===== src/rtl/fetch_predict_stage.sv =====
// Fetch stage: PC, immediate extraction, PC+4 and 2-bit-counter branch prediction.
// Optional BHT prediction is enabled by defining BRANCH_PREDICT_EN.
module fetch_predict_stage #(
  parameter int          size     = 32,
  parameter int          IDX_BITS = 6,
  parameter logic [31:0] RESET_PC = 32'h0000_0000
) (
  input  logic            clk,
  input  logic            reset,
  input  logic            buble,
  input  logic            mispredict_i,
  input  logic [size-1:0] correct_pc_i,
  input  logic            upd_en_i,
  input  logic [size-1:0] upd_pc_i,
  input  logic            upd_taken_i,
  output logic [size-1:0] imem_addr_o,
  input  logic [size-1:0] imem_data_i,
  output logic [size-1:0] instruction_o,
  output logic [size-1:0] IMM_o,
  output logic [size-1:0] PCplus_o,
  output logic            Predicted_MPC_o
);

  typedef enum logic [6:0] {
    OP_BRANCH = 7'b1100011,
    OP_JAL    = 7'b1101111,
    OP_STORE  = 7'b0100011,
    OP_LUI    = 7'b0110111,
    OP_AUIPC  = 7'b0010111
  } opcode_e;

  localparam logic [size-1:0] FOUR = size'(4);

  logic [size-1:0] pc_q, pc_d;
  logic [6:0]      opcode;
  logic [31:0]     instr;
  logic [size-1:0] imm;
  logic            pred_taken;

  assign instruction_o = imem_data_i;
  assign instr         = imem_data_i[31:0];
  assign opcode        = instr[6:0];
  assign imem_addr_o   = pc_q;
  assign PCplus_o      = pc_q + FOUR;
  assign IMM_o         = imm;

  always_comb begin
    imm = {{(size-12){instr[31]}}, instr[31:20]};
    case (opcode)
      OP_BRANCH: imm = {{(size-12){instr[31]}}, instr[7], instr[30:25], instr[11:8], 1'b0};
      OP_JAL:    imm = {{(size-20){instr[31]}}, instr[19:12], instr[20], instr[30:21], 1'b0};
      OP_STORE:  imm = {{(size-12){instr[31]}}, instr[31:25], instr[11:7]};
      OP_LUI,
      OP_AUIPC:  imm = {{(size-32){instr[31]}}, instr[31:12], 12'b0};
      default:   imm = {{(size-12){instr[31]}}, instr[31:20]};
    endcase
  end

`ifdef BRANCH_PREDICT_EN
  localparam int unsigned ENTRIES = 2 ** IDX_BITS;

  logic [1:0] bht_q [ENTRIES];
  logic [1:0] bht_d [ENTRIES];
  logic [1:0] upd_cnt;
  logic       unused_upd_pc;

  assign unused_upd_pc = ^{upd_pc_i[size-1:IDX_BITS+2], upd_pc_i[1:0]};
  assign upd_cnt       = bht_q[upd_pc_i[IDX_BITS+1:2]];

  // Prediction reads bht_q, so a same-cycle update to the entry is seen only next cycle.
  always_comb begin
    pred_taken = 1'b0;
    case (opcode)
      OP_BRANCH: pred_taken = bht_q[pc_q[IDX_BITS+1:2]][1];
      OP_JAL:    pred_taken = 1'b1;
      default:   pred_taken = 1'b0;
    endcase
  end

  always_comb begin
    bht_d = bht_q;
    if (upd_en_i) begin
      if (upd_taken_i) begin
        if (upd_cnt != 2'b11) bht_d[upd_pc_i[IDX_BITS+1:2]] = upd_cnt + 2'b01;
      end else begin
        if (upd_cnt != 2'b00) bht_d[upd_pc_i[IDX_BITS+1:2]] = upd_cnt - 2'b01;
      end
    end
  end

  always_ff @(posedge clk or posedge reset) begin
    if (reset) begin
      for (int unsigned i = 0; i < ENTRIES; i++) bht_q[i] <= 2'b01;
    end else begin
      bht_q <= bht_d;
    end
  end
`else
  logic unused_upd;

  assign unused_upd = ^{upd_en_i, upd_pc_i, upd_taken_i};
  assign pred_taken = 1'b0;
`endif

  assign Predicted_MPC_o = pred_taken;

  always_comb begin
    pc_d = pc_q + FOUR;
    if (mispredict_i)    pc_d = correct_pc_i;
    else if (buble)      pc_d = pc_q;
    else if (pred_taken) pc_d = pc_q + imm;
  end

  always_ff @(posedge clk or posedge reset) begin
    if (reset) pc_q <= RESET_PC[size-1:0];
    else       pc_q <= pc_d;
  end

endmodule


===== config.mk =====
export PLATFORM = sky130hd
export DESIGN_NAME = fetch_predict_stage
export DESIGN_NICKNAME = d
export VERILOG_FILES = /design/src/rtl/fetch_predict_stage.sv
export SDC_FILE = /design/constraint.sdc
export NUM_CORES = 1
export LEC_CHECK = 0
export BUFFER_PORTS_ARGS = -buffer_cell sky130_fd_sc_hd__buf_4
export CAP_MARGIN = 5
export CORE_MARGIN = 2
export CORE_UTILIZATION = 36
export CTS_BUF_LIST = sky130_fd_sc_hd__clkbuf_16
export DETAILED_ROUTE_END_ITERATION = 10
export PLACE_DENSITY = 0.81
export SLEW_MARGIN = 20
export SYNTH_ARGS = -nofsm -noshare
export SYNTH_HDL_FRONTEND = slang
export SYNTH_SLANG_ARGS = --single-unit

===== constraint.sdc =====
create_clock -name clk -period 2.15 [get_ports clk]
set_input_delay 0.1075 -clock clk [delete_from_list [all_inputs] [get_ports clk]]
set_output_delay 0.1075 -clock clk [all_outputs]
set_load 0.05 [all_outputs]

==> results of run 1 <==
## critical path: stages (launching register included)
cell,delay (ps)
dfrtp_2,360
nand4_1,220
or4_4,680
nor3_4,250
xor2_4,160
buf_6,170
## Yosys cell counts (3+ instances only)
library cell,instances,share of area [%]
dfrtp_1,32,28
nor4_1,8,1.7
nand4b_1,5,1.5
nand4_1,13,2.8
xnor2_1,26,7.9
buf_2,3,0.52
xor2_1,17,5.2
buf_4,37,9.6
or4_1,12,3.1
o21ai_0,18,3.1
o31ai_1,9,2.3
a22o_1,4,1.2
a31oi_1,11,2.4
a21o_1,21,5.5
nand3_1,13,2.3
nand2_1,32,4.2
nor3_1,12,2.1
nor2_1,28,3.6
nand3b_1,5,1.3
nor2b_1,9,2.0
inv_1,3,0.39
clkbuf_1,20,2.6
## what timing repair did
action,CTS,global route
hold buffers,1,0
hold endpoints to repair,12,0
setup buffers,5,18
endpoints found under the setup margin,12,22
pin swaps,6,14
resized for setup,17,23
## area by class of cell
class,count,area (µm²),area share [%]
multi-input cells,265,2160,41.6
repair buffers,248,1930,37.2
flip-flops and latches,32,826,15.9
well taps,102,128,2.46
clock buffers,5,125,2.41
clock inverters,3,11.3,0.217
inverters,3,11.3,0.217
## per-stage QoR
| step | TNS (ps) | utilization, % | cell area (µm²) |
|---|---|---|---|
| finish | -653 | 67.2 | 5190 |
| global route | -1990 | 67.2 | 5190 |
| CTS | -975 | 64.3 | 4970 |
| detailed placement | 0 | 61.0 | 4710 |
| global placement | 0 | 61.0 | 4710 |
| floorplan | -1280 | - | 3340 |
## how the worst max path moves through the flow
stage | startpoint | endpoint | slack (ps) | cells after the start
6_report | imem_addr_o[5]$_DFFE_PP0N_ | PCplus_o[27] | -90 | 5
5_1_grt | imem_addr_o[5]$_DFFE_PP0N_ | PCplus_o[27] | -190 | 5
4_1_cts | imem_addr_o[5]$_DFFE_PP0N_ | PCplus_o[27] | -170 | 6
3_5_place_dp | imem_addr_o[8]$_DFFE_PP0N_ | imem_addr_o[27]$_DFFE_PP0N_ | 50 | 5
3_3_place_gp | imem_addr_o[8]$_DFFE_PP0N_ | imem_addr_o[29]$_DFFE_PP0N_ | 120 | 5
2_1_floorplan | imem_addr_o[5]$_DFFE_PP0N_ | PCplus_o[27] | -170 | 7
## metal layers
metal | up-vias | share of wire, %
met1 | 1658 | 38
met3 | 20 | 8.1
li1 | 1643 | -
met5 | - | 0
met2 | 177 | 52
met4 | 0 | 1.5
## where the power goes
| group | total [mW] | leakage [nW] | internal [mW] | switching (mW) |
|---|---|---|---|---|
| clock | 0.667 | 0.0738 | 0.416 | 0.252 |
| combinational | 1.62 | 1.99 | 0.568 | 1.05 |
| sequential | 0.758 | 0.355 | 0.667 | 0.0910 |
## kinds of logic after synthesis
logic type	count (synthesis)	synth area share [%]
AOI/OAI and AO/OA	69	16.2
xor gates and xnor gates	43	13.1
DFF	32	27.8
adders and majority gates	1	0.434
other	1	0.130
buffers and inverters	67	13.8
and+or+nand+nor	148	27.5
muxes	3	1.13
==> impl_metrics.ini, run 1 <==
[timing]
min_period_ps = 2240
fin_crit_sh_pct = 104
finalSetupViolCount = 12
holdWs_ps = 38.4
worst_slew_pin_slew_ps = 733
finalHoldViolCount = 0
layout_setup_ws_ps = -89.4
fmax_ghz = 0.447
rsz0062_at_grt = yes
maxSlewViolCount = 0
slew_headroom_pct = 51.0
finClkSkew_ps = 4.31

[final_layout]
final_common_cell = buf_4
nets = 658
fillers = 618
stdcell_count = 658
area_delta_synth_final_pct = 80.1
largest_reg_flops = 32
final_cell_mix = buf_4 (227), nand2_1 (30), nor2_1 (22)
layout-drive-gt1-share_pct = 57.4
antennaDiodeCount = 0

[global_route]
grt_max_degree = 42
grt_pass1_wl_um = 16000
grtUsageMet3_pct = 5.88
grt_pass1_vias = 3293
track_usage_pct = 23.2
grt_busiest_layer = met2
met2_usage_pct = 39.4
met1_usage_pct = 28.7
gr-total-overflow = 0
antenna_found_initial = 0

[worst_hold_path]
hold_start = correct_pc_i[8]
hold_path_end = imem_addr_o[8]$_DFFE_PP0N_
hold_class = in -> reg
whs_path_depth = 3

[logic_synthesis]
seq_area_frac_synth_pct = 27.8
syn_avg_cell_area_um2 = 7.92
synth_cells = 364
synthFlopType = dfrtp_1
synth_edf_count = 0
syn_area_um2 = 2880
yosys_warnings = 0
syn-num-nets = 467
synth.distinct_cells = 41
ys_ff_latch = 32
synthArstFlopShare_pct = 100

[placed_design]
pre_cts_ws_ps = 51.8
hpwl_um = 8060
port_buffers = 195
place_congestion = 0.904
dp_cells = 627

[floorplanning]
die_w_um = 93.5
start_util_pct = 37.3
core_area_um2 = 7730
die_h_um = 93.5
num_rows = 32
design.die.area_um2 = 8740
ios = 231

[drt]
drtPass1Iterations = 4
ant_nets = 0
first_iter_violations = 149
wl_um = 10900
vias = 3498
drcViolationCount = 0
post_drt_wl_per_cell_um = 16.6
vias_per_cell = 5.32

[cts]
clock_path_buffers = 2
clock_latency_ps = 280
cts_tree = done
cts_made_buffers = 5
clock-sinks = 32
cts_max_level = 2
clkTransAtPathRegs_ps = 50
cts-root-buf = clkbuf_16

[status]
status = finished with violations
violations = negative setup slack

[worst_setup_path]
critPathKind = reg -> out
worstReg2RegEnd = imem_addr_o[19]$_DFFE_PP0N_
worst-endpoint-arrival_ps = 2130
cp-start-kind = flip-flop
worstReg2RegStart = imem_addr_o[5]$_DFFE_PP0N_
cp_max_fo = 6
rr_worst_depth = 5
cp-end-kind = output port
crit_required_ps = 2040
r2r_slack_ps = -80

[pwr]
p_leak_nw = 2.42
fin_total_pwr_mw = 3.05
ir_worst_vdd_mv = 0.306
power_density_nw_per_um2 = 586

[job]
cap_violations = 0
(Power assumes the default switching activity.)
==> run 2: changes to the inputs <==
--- a/config.mk
+++ b/config.mk
@@ -9,7 +9,6 @@
 export CAP_MARGIN = 5
 export CORE_MARGIN = 2
 export CORE_UTILIZATION = 36
-export CTS_BUF_LIST = sky130_fd_sc_hd__clkbuf_16
 export DETAILED_ROUTE_END_ITERATION = 10
 export PLACE_DENSITY = 0.81
 export SLEW_MARGIN = 20
==> run 2 against run 1 <==
The flow still finishes with violations (negative setup slack). Wire length down 1.5%. Count of clock-buffer cells in the layout grew 3. Register-to-register slack barely moved. Highest routed layer unchanged.
==> impl_metrics.ini, run 2 (synthesis results as in run 1) <==
[cts]
cts_made_buffers = 5
clock_latency_ps = 300
clkTransAtPathRegs_ps = 70
clock-sinks = 32
cts_max_level = 2
cts-root-buf = clkbuf_8
cts_tree = done
clock_path_buffers = 2

[pwr]
p_leak_nw = 2.40
comb_power_share_pct = 56.4
p_sw_mw = 1.38
switching_share_pct = 47.9
internal_power_mw = 1.50
p_clk_share_pct = 17.3
power_density_nw_per_um2 = 558
fin_total_pwr_mw = 2.87
ir_worst_vdd_mv = 0.307
seqPwrFrac_pct = 26.3

[final_layout]
final_cell_mix = buf_4 (229), nand2_1 (30), nor2_1 (22)
stdcell_count = 659
layout-drive-gt1-share_pct = 57.6
antennaDiodeCount = 0
largest_reg_flops = 32
area_delta_synth_final_pct = 78.7
final_common_cell = buf_4
nets = 659
fin_util_pct = 66.7
final_cell_area_um2 = 5150

[worst_hold_path]
hold_path_end = imem_addr_o[8]$_DFFE_PP0N_
whs_path_depth = 3
hold_class = in -> reg
hold_start = correct_pc_i[8]

[placed_design]
pre_cts_ws_ps = 51.8
dp_cells = 627
port_buffers = 195
hpwl_um = 8060
place_congestion = 0.904
place_area_um2 = 4710

[worst_setup_path]
cp-startpoint = imem_addr_o[16]$_DFFE_PP0N_
cp_slowest_cell = dfrtp_2
cp_cell_sequence = nand4_1 -> buf_4 -> nor4_4 -> buf_4 -> nand4_1 -> xnor2_4 -> buf_6
crit_family = simple AND/OR/NAND/NOR gates
cp_num_buf_inv = 3
worstReg2RegEnd = imem_addr_o[27]$_DFFE_PP0N_
worst-endpoint-arrival_ps = 2170
rr_worst_depth = 5
worstReg2RegStart = imem_addr_o[8]$_DFFE_PP0N_
crit_required_ps = 2040
cp-end-kind = output port
cp_max_fo = 6
critPathKind = reg -> out
cp-start-kind = flip-flop
r2r_slack_ps = -70
cp_slowest_stage_delay_ps = 430

[global_route]
grt_busiest_layer = met2
grt_max_degree = 42
gr-total-overflow = 0
grtUsageMet3_pct = 6.04
met1_usage_pct = 28.4
grt_pass1_vias = 3248
grt_pass1_wl_um = 16000
met2_usage_pct = 39.6
track_usage_pct = 23.0
antenna_found_initial = 0

[floorplanning]
start_util_pct = 37.3
design.die.area_um2 = 8740
die_w_um = 93.5
ios = 231
die_h_um = 93.5
num_rows = 32
core_area_um2 = 7730

[timing]
holdWs_ps = 17.9
finalSetupViolCount = 15
min_period_ps = 2270
maxSlewViolCount = 0
fin_crit_sh_pct = 106
worst_slew_pin_slew_ps = 752
finClkSkew_ps = 2.48
rsz0062_at_grt = yes
slew_headroom_pct = 49.8
finalHoldViolCount = 0
layout_setup_ws_ps = -123
tns_ps = -707
fmax_ghz = 0.440

[drt]
vias_per_cell = 5.30
post_drt_wl_per_cell_um = 16.4
drcViolationCount = 0
first_iter_violations = 133
wl_um = 10800
vias = 3494
drtPass1Iterations = 4
ant_nets = 0

[job]
cap_violations = 0

[status]
violations = negative setup slack
status = finished with violations
run 2: how the worst max path moves through the flow:
stage                                  endpoint  slack (ps)  depth (start not counted)
global placement    imem_addr_o[29]$_DFFE_PP0N_         120                          5
floorplan                          PCplus_o[27]        -170                          7
finish                             PCplus_o[29]        -120                          7
detailed placement  imem_addr_o[27]$_DFFE_PP0N_          50                          5
global route                       PCplus_o[29]        -230                          7
CTS                                PCplus_o[27]        -190                          6
run 2: timing repair:
action,CTS,global route
resized for setup,18,21
buffers inserted,5,19
pin swaps,6,14
hold endpoints to repair,12,0
hold buffers,1,0
setup endpoints to repair,13,23
run 2: per-layer routing:
metal | part of all wire, % | vias up
met4 | 1.8 | 0
met2 | 52 | 181
met1 | 39 | 1651
li1 | - | 1637
met3 | 7.5 | 25
met5 | 0 | -
run 2: power groups by stage:
stage,registers [mW],logic (mW),clock network [mW]
finish,0.756,1.62,0.497
global route,0.767,1.69,0.523
CTS,0.759,1.57,0.495
detailed placement,0.771,1.54,0
global placement,0.768,1.53,0
floorplan,0.970,0.881,0
run 2: layout make-up:
type,count,area [µm²]
Clock buffer,8,90.1
Fill cell,623,2570
Inverter,3,11.3
Multi-Input combinational cell,265,2160
Sequential cell,32,826
Tap cell,102,128
Timing Repair Buffer,249,1940
run 2: worst min-delay path, delay by kind of cell:
kind / cells / cell delay, ps
AO/OA/AOI/OAI: 1 / 60
buffers and inverters: 1 / 80
AND/OR/NAND/NOR: 1 / 40
==> run 3: changes to the inputs <==
--- a/config.mk
+++ b/config.mk
@@ -10,6 +10,7 @@
 export CORE_MARGIN = 2
 export CORE_UTILIZATION = 36
 export DETAILED_ROUTE_END_ITERATION = 10
+export MAX_ROUTING_LAYER = met4
 export PLACE_DENSITY = 0.81
 export SLEW_MARGIN = 20
 export SYNTH_ARGS = -nofsm -noshare
==> run 3 against run 2 <==
The flow still finishes with violations (negative setup slack). Register-to-register slack about the same. Clock skew up 4.8 ps. Clock power down 1%. Total power up 0.69%. Count of clock-buffer cells in the layout down 2. Largest cell class unchanged. Largest power group unchanged.
==> impl_metrics.ini, run 3 (synthesis results as in run 1) <==
[floorplanning]
design.die.area_um2 = 8740
die_w_um = 93.5
core_area_um2 = 7730
start_util_pct = 37.3
die_h_um = 93.5
num_rows = 32
ios = 231

[pwr]
p_leak_nw = 2.46
p_clk_share_pct = 17.0
ir_worst_vdd_mv = 0.333
power_density_nw_per_um2 = 547
internal_power_mw = 1.50
seqPwrFrac_pct = 26.3
comb_power_share_pct = 56.6
switching_share_pct = 48.1
fin_total_pwr_mw = 2.89
p_sw_mw = 1.39

[global_route]
grt_max_degree = 42
grt_pass1_vias = 3385
grt_busiest_layer = met2
gr-total-overflow = 0
antenna_found_initial = 0
met2_usage_pct = 43.3
grt_pass1_wl_um = 16600
track_usage_pct = 24.3
met1_usage_pct = 28.9
grtUsageMet3_pct = 3.71

[timing]
fin_crit_sh_pct = 106
fmax_ghz = 0.440
maxSlewViolCount = 0
tns_ps = -649
finalHoldViolCount = 0
rsz0062_at_grt = yes
finClkSkew_ps = 7.31
worst_slew_pin_slew_ps = 792
finalSetupViolCount = 16
layout_setup_ws_ps = -120
min_period_ps = 2270
slew_headroom_pct = 47.1

[cts]
cts_tree = done
clock-sinks = 32
cts_made_buffers = 5
clkTransAtPathRegs_ps = 70
cts_max_level = 2
clock_path_buffers = 2
cts-root-buf = clkbuf_8
clock_latency_ps = 300

[placed_design]
dp_cells = 626
hpwl_um = 8170
place_area_um2 = 4710
place_congestion = 0.884
port_buffers = 195

[final_layout]
nets = 666
area_delta_synth_final_pct = 83.5
stdcell_count = 666
final_cell_area_um2 = 5290
antennaDiodeCount = 0
layout-drive-gt1-share_pct = 59.8
final_cell_mix = buf_4 (230), nand2_1 (30), nor2_1 (22)
final_common_cell = buf_4
largest_reg_flops = 32

[worst_setup_path]
critPathKind = reg -> out
cp_cell_sequence = nand4_1 -> buf_6 -> buf_12 -> nor4_4 -> buf_6 -> nand4_1 -> xnor2_2 -> buf_6
cp_slowest_cell = dfrtp_2
cp-start-kind = flip-flop
cp-end-kind = output port
cp_num_buf_inv = 4
cp_max_fo = 7
cp_slowest_stage_delay_ps = 380
crit_family = buffers and inverters
crit_required_ps = 2040
worst-endpoint-arrival_ps = 2160
cp_common_cell = buf_6

[drt]
first_iter_violations = 172
drtPass1Iterations = 4
post_drt_wl_per_cell_um = 17.0
vias_per_cell = 5.33
ant_nets = 0
vias = 3551
wl_um = 11300
drcViolationCount = 0

[job]
cap_violations = 0

[status]
status = finished with violations
violations = negative setup slack

[worst_hold_path]
hold_class = in -> reg
[run 3: cell count changes in the layout (fill, tap and decap cells not counted), moves of 2 or more]
cell,delta
clkinv_2,+2
or4_4,+2
clkbuf_1,-2
buf_12,+4
or4_1,-2
buf_6,+2
[run 3: path summary, 6_finish.rpt]
check | from | cells past startpoint | slack, ps | to
max in group asynchronous | reset | 4 | 1140 | imem_addr_o[11]$_DFFE_PP0N_
min | correct_pc_i[7] | 3 | 10 | imem_addr_o[7]$_DFFE_PP0N_
min in group asynchronous | reset | 3 | 410 | imem_addr_o[0]$_DFFE_PP0P_
max | imem_addr_o[6]$_DFFE_PP0N_ | 8 | -120 | PCplus_o[26]
min reg2reg | imem_addr_o[0]$_DFFE_PP0P_ | 1 | 560 | imem_addr_o[0]$_DFFE_PP0P_
max reg2reg | imem_addr_o[6]$_DFFE_PP0N_ | 5 | -70 | imem_addr_o[27]$_DFFE_PP0N_
[run 3: routing by layer]
layer / part of all wire [%] / up-vias
met1: 38 / 1727
met3: 6.3 / 16
met4: 1.4 / 0
met5: 0 / -
li1: - / 1650
met2: 54 / 158
[run 3: cell type report]
class,instances,area (µm²)
Sequential cell,32,827
Fill cell,594,2440
Clock buffer,6,82.6
Timing Repair Buffer,256,2050
Clock inverter,2,10.0
Multi-Input combinational cell,265,2190
Tap cell,102,128
Inverter,3,11.3
[run 3: power groups by stage]
stage | logic [mW] | registers, mW | clock network [mW]
final | 1.64 | 0.762 | 0.492
after global routing | 1.71 | 0.774 | 0.522
after CTS | 1.57 | 0.764 | 0.489
after detailed placement | 1.54 | 0.777 | 0
after global placement | 1.52 | 0.772 | 0
after floorplan | 0.881 | 0.970 | 0
[run 3: what timing repair did]
| action | 4_1_cts | 5_1_grt |
|---|---|---|
| buffers inserted | 7 | 25 |
| hold endpoints to repair | 12 | 0 |
| resized for setup | 22 | 30 |
| endpoints found under the setup margin | 11 | 23 |
| hold buffers | 1 | 0 |
| pin swaps | 4 | 19 |
[run 3: tightest hold or removal path: cells and delay by family]
kind	cells	cell delay, ps
AO/OA/AOI/OAI	1	60
buffers and inverters	1	70
AND/OR/NAND/NOR	1	40
[run 3: metrics by stage]
stage | hold WS, ps | worst slack [ps] | utilization (%)
floorplan | 222 | -168 | -
global placement | 195 | 109 | 60.9
detailed placement | 194 | 61.8 | 60.9
CTS | 19.6 | -153 | 64.1
global route | 30.5 | -178 | 68.5
finish | 13.2 | -120 | 68.5
